File: src/rtl/i2c_slave_bit_sequencer.sv
// Bit-level sequencer for the I2C slave: drives the shared bit counter, shifts
// in bytes MSB-first and runs the 9th-bit ACK/NACK phase.
module i2c_slave_bit_sequencer #(
  parameter int WIDTH = 4
) (
  input  logic             FPGA_clk,
  input  logic             rst,
  input  logic             scl_rise,
  input  logic             scl_fall,
  input  logic             start_det,
  input  logic             stop_det,
  input  logic             sda_in,
  input  logic             ack_en,
  input  logic [WIDTH-1:0] count,
  output logic             cnt_enable,
  output logic             cnt_rst,
  output logic [7:0]       rx_byte,
  output logic             byte_valid,
  output logic             sda_drive_low,
  output logic             ack_phase,
  output logic             busy
);

  typedef enum logic [1:0] {IDLE, DATA, ACK, HOLD} state_t;

  state_t     state;
  state_t     state_next;
  logic [7:0] shift_reg;
  logic       ack_latched;
  logic       rise_only;
  logic       fall_only;
  logic       byte_done;
  logic       ack_done;

  // Handshake-free pulse interface: every input pulse is valid for exactly one
  // cycle and is consumed in that cycle; there is no back-pressure.
  always_comb begin
    state_next = state;
    // Simultaneous rise and fall is a glitch and is treated as no SCL event.
    rise_only  = scl_rise & ~scl_fall;
    fall_only  = scl_fall & ~scl_rise;
    byte_done  = (state == DATA) && fall_only && (count == WIDTH'(8)) &&
                 !start_det && !stop_det;
    ack_done   = (state == ACK) && fall_only && !start_det && !stop_det;

    if (stop_det) begin
      state_next = IDLE;
    end else if (start_det) begin
      state_next = DATA;
    end else begin
      case (state)
        IDLE:    state_next = IDLE;
        DATA:    if (byte_done) state_next = ACK;
        ACK:     if (ack_done) state_next = ack_latched ? DATA : HOLD;
        HOLD:    state_next = HOLD;
        default: state_next = IDLE;
      endcase
    end

    cnt_rst    = rst | (state == IDLE) | start_det | stop_det | byte_done;
    cnt_enable = (state == DATA) & rise_only & ~cnt_rst;
    ack_phase  = (state == ACK);
    busy       = (state != IDLE);
  end

  always_ff @(posedge FPGA_clk) begin
    if (rst) begin
      state         <= IDLE;
      shift_reg     <= 8'h00;
      rx_byte       <= 8'h00;
      byte_valid    <= 1'b0;
      sda_drive_low <= 1'b0;
      ack_latched   <= 1'b0;
    end else begin
      state      <= state_next;
      byte_valid <= byte_done;
      if (stop_det) begin
        sda_drive_low <= 1'b0;
      end else if (start_det) begin
        shift_reg     <= 8'h00;
        sda_drive_low <= 1'b0;
      end else begin
        if (cnt_enable) shift_reg <= {shift_reg[6:0], sda_in};
        if (byte_done) begin
          rx_byte       <= shift_reg;
          ack_latched   <= ack_en;
          sda_drive_low <= ack_en;
        end
        if (ack_done) sda_drive_low <= 1'b0;
      end
    end
  end

endmodule

File: config.mk
export PLATFORM = sky130hd
export DESIGN_NAME = i2c_slave_bit_sequencer
export DESIGN_NICKNAME = d
export VERILOG_FILES = /design/src/rtl/i2c_slave_bit_sequencer.sv
export SDC_FILE = /design/constraint.sdc
export NUM_CORES = 1
export LEC_CHECK = 0
export ABC_AREA = 1
export BUFFER_PORTS_ARGS = -buffer_cell sky130_fd_sc_hd__clkbuf_2
export CAP_MARGIN = 25
export CORE_UTILIZATION = 49
export CTS_BUF_LIST = sky130_fd_sc_hd__clkbuf_16
export CTS_CLUSTER_DIAMETER = 200
export CTS_CLUSTER_SIZE = 40
export DETAILED_ROUTE_END_ITERATION = 16
export PLACE_DENSITY_LB_ADDON = 0.15
export SLEW_MARGIN = 20
export SYNTH_ARGS = -nofsm -noshare
export SYNTH_HDL_FRONTEND = slang
export SYNTH_SLANG_ARGS = --single-unit
File: constraint.sdc
create_clock -name FPGA_clk -period 1.5 [get_ports FPGA_clk]
set_input_delay 0.15 -clock FPGA_clk [delete_from_list [all_inputs] [get_ports FPGA_clk]]
set_output_delay 0.15 -clock FPGA_clk [all_outputs]
set_load 0.03 [all_outputs]
* Yosys cells after proc, flatten, opt, wreduce, memory -nomap -nowiden
Cells that the tools add are included.
Storage, ports and cells: register bits 21, input bits 12, output and inout bits 14, word-level logic and storage cells 54
Cells by class: eq/ne operators 8, mux-type cells 7, bitwise operators 13, reduce and logical (&&, ||, !) cells 19
Operator list (number):
- 2-to-1 mux 8 bit | 2
- one-hot mux 2 bit (4 select lines) | 1
- logical AND 1 bit | 7
- 2-to-1 mux 2 bit | 3
- AND reduction 2 bit | 3
- NOT 1 bit | 5
- bitwise AND 1 bit | 4
- equality test 2 bit (second input constant) | 2
- equality test 4 bit (second input constant) | 1
- OR 1 bit | 4
- nonzero test 2 bit | 2
- OR reduction 4 bit | 1
- inequality test 3 x 2 -> 1 bit (second input constant) | 1
- inequality test 3 bit (second input constant) | 1
- AND reduction 3 bit | 1
- OR reduction 3 bit | 1
- equality test 2 x 1 -> 1 bit (second input constant) | 1
- zero test 1 bit | 2
- zero test 2 bit | 1
- inequality test 2 x 1 -> 1 bit (second input constant) | 1
- inequality test 2 bit (second input constant) | 1
- OR reduction 2 bit | 1
- 2-to-1 mux 1 bit | 1

* Depth between registers and ports, before layout
depth after elaboration 11, mapped depth 9, mapped depth without buffers 9

* Worst setup path before layout
Ideal clock, no wire load.
path kind register to register, start point reg state[1], end point reg state[0], data arrival time 1.228 ns, required time 1.367 ns, path slack 0.139 ns, stages on the path, launching flop included 6, buffers on the path 0, path through dfxtp_1 > inv_2 > nor2_1 > o21ai_0 > a21oi_1 > nor3_1
On the way: elaborated cells on any way between the ends 16, those cells by class eq/ne (5); mux (2); reduce/logical (9)
RTL lines:
- start: declaration | RTL line 26 | state_t state;
- start signal: assignment | RTL line 75 | state <= state_next;
- equality test 2 bit *
- via ack_phase | RTL line 20 | output logic ack_phase,
- logical AND 1 bit (3 in series) | RTL line 44 | ack_done = (state == ACK) && fall_only && !start_det && !stop_det;
- inequality test 3 x 2 -> 1 bit (no source line)
- AND reduction 2 bit (no source line)
The timed path passes the listed nets; every way through them passes the cells marked *. A chain may end at the register's enable or synchronous reset.

* Worst setup path after layout
start point reg state[1], end point out cnt_enable
On the way: longest elaborated chain between the ends 8, elaborated cells on any way between the ends 13, those cells by class eq/ne (1); bitwise (7); reduce/logical (5)
RTL lines:
- equality test 2 x 1 -> 1 bit | RTL line 42, 61
- logical AND 1 bit (3 in series) | RTL line 42 | byte_done = (state == DATA) && fall_only && (count == WIDTH'(8)) &&
- logical AND 1 bit | RTL line 43 | !start_det && !stop_det;
- OR 1 bit | RTL line 60 | cnt_rst = rst | (state == IDLE) | start_det | stop_det | byte_done;
- NOT 1 bit | RTL line 61 | cnt_enable = (state == DATA) & rise_only & ~cnt_rst;
- bitwise AND 1 bit * | RTL line 61
- end: declaration | RTL line 15 | output logic cnt_enable,
Mark *: on every way between the ends. The rest lies on a longest branch, timed or not.

==> flow_summary.toml <==
[clocking]
clock_latency_ps = 250
holdBufCountCts = 0
clk_pin_slew_ps = 60
cts_buffer_depth = 2
cts_inserted_buffers = 3
htree_levels = 1
clock-root-buffer = "clkbuf_16"
cts_tree = "yes"
cts.sinks = 21

[synth]
ys_seq_area_share_pct = 47.2
ys.flop_type = "dfxtp_1"
yosys_warnings = 0
ys_seq_elements = 21
ys_types = 19
netlist_area_sq_um = 891
synthCells = 116
async_flop_share_pct = 0
synth_edf_count = 0
syn_nets = 128
synth.avg_cell_area_sq_um = 7.68

[setup_path]
cp_max_fo = 8
cp_cell_sequence = "inv_2 -> nand2_2 -> inv_2 -> nand3_4 -> nand3_4 -> inv_4 -> clkbuf_8"
cpPeakStageDelay_ps = 340
crit_slowest_cell = "dfxtp_1"
arrival_ps = 1280
worstSetupPathType = "flip-flop to output port"
crit_required_ps = 1350
start_kind = "flip-flop"
cp-end-kind = "output port"

[placement]
port_buffers = 25
placed_cells = 165
place_area_sq_mm = 0.00105
place_congestion = 0.873
pre_cts_slack_ps = 176
hpwl_um = 1220

[sta]
drv_slew = 0
max_freq_ghz = 0.701
worst_pin_slew_ps = 250
grt_setup_unrepaired = "no"
post-route-min-period_ps = 1430
maxSlewHeadroom_pct = 83.1
fin_worst_skew_ps = 2.23
hold_viol_final = 0
finalSetupTns_ps = 0
layout_setup_ws_ps = 72.5
post-route-period-util_pct = 95.2
setup_viol = 0

[floorplanning]
io_pins = 26
core-area_sq_mm = 0.00171
rows = 15
initial_core_util_pct = 52.2
chipWidth_um = 44.6
die_area_sq_mm = 0.00199
die-height_um = 44.6

[global_routing]
grt_pass1_wl_um = 2920
overflow = 0
met3_usage_pct = 5.31
grt_use_met1_pct = 25.0
grt_pass1_vias = 686
antenna_found_initial = 0
use_met2_pct = 31.8
busiest_layer = "met2"
grt_start_max_net_pins = 20
grt_usage_pct = 20.3

[layout]
nNetsFinal = 158
stdcell_count = 170
final_layout_size_suffix_gt1_share_pct = 37.9
finalInstanceArea_sq_mm = 0.00117
diodes = 0
area_growth_pct = 31.3
mostFrequentLayoutCells = "nand2_1 (44), clkbuf_2 (23), dfxtp_1 (20)"
mostFrequentLayoutCell = "nand2_1"

[detailed_routing]
wl_per_cell_um = 9.94
drt_first_pass_iters = 4
wirelength_um = 1690
drc_errors = 0
initialDrtViolationCount = 10
drt-vias-per-instance = 4.81
dr_total_vias = 818
ant_nets = 0

[status]
status = "finished clean"

[worst_hold_path]
min-delay-path-class = "input pin to flip-flop"

[pwr]
ir_drop_uv = 644
leakagePower_nw = 0.486
pwr_density_cell_mw_per_mm2 = 1020

[run]
drv_cap = 0
## synthesized netlist by cell type (2+ instances only)
master	count	area share (%)
dfxtp_1	21	47
nor3_1	3	1.7
buf_2	2	1.1
a21oi_2	8	7.9
nor2_1	5	2.1
inv_1	7	2.9
a21oi_1	11	6.2
nand2_1	45	19
inv_2	4	1.7
## path summary, 6_finish.rpt
path / from / to / slack [ps] / cells after the start
setup / recovery: state[1]$_SDFFE_PP0P_ / cnt_enable / 70 / 7
hold / removal: stop_det / state[0]$_SDFFE_PP0P_ / 100 / 2
setup reg to reg: state[1]$_SDFFE_PP0P_ / shift_reg[5]$_SDFFE_PP0P_ / 230 / 9
hold reg to reg: rx_byte[2]$_SDFFE_PP0P_ / rx_byte[2]$_SDFFE_PP0P_ / 460 / 2
## where the power goes
group          switching, W  internal [W]  total [W]
Clock              0.000198      0.000358   0.000556
Sequential       0.00000218      0.000560   0.000562
Combinational     0.0000474     0.0000249  0.0000723
Total              0.000248      0.000942    0.00119
## cells by family after synthesis
family	after synthesis	share of synthesized area, %
flip-flops	21	47.2
buffers and inverters	14	6.18
AND/OR/NAND/NOR	59	29.8
AO/OA/AOI/OAI	22	16.9
## per-stage QoR
| step | total power [W] | utilization (%) | hold WS [ps] |
|---|---|---|---|
| 2_1_floorplan | 0.000616 | - | 229 |
| 3_3_place_gp | 0.000640 | 61.4 | 366 |
| 3_5_place_dp | 0.000642 | 61.4 | 370 |
| 4_1_cts | 0.00119 | 67.5 | 106 |
| 5_1_grt | 0.00124 | 68.5 | 107 |
| 6_report | 0.00119 | 68.5 | 96.3 |
## layer usage
layer / share of wire (%) / vias up
met3: 4.1 / 4
met1: 50 / 362
met2: 45 / 26
li1: - / 426
met4: 1.4 / 0
met5: 0 / -
## repair_timing
item | in CTS | in global routing
resized for setup | 4 | 6
gates cloned | 0 | 0
setup buffers | 1 | 0
pin swaps | 0 | 0
setup endpoints to repair | 1 | 2
## final cells by class
class / instances / area, sq um
Clock buffer: 3 / 75.1
Clock inverter: 1 / 5.00
Fill cell: 150 / 538
Inverter: 11 / 43.8
Multi-Input combinational cell: 81 / 437
Sequential cell: 21 / 422
Tap cell: 25 / 31.3
Timing Repair Buffer: 28 / 156
## critical path, delay by kind of cell, from the launching register on
kind,cells,cell delay [ps]
buffers and inverters,4,340
DFF,1,340
and+or+nand+nor,3,340
No activity file was read; power rests on OpenSTA's default activity.
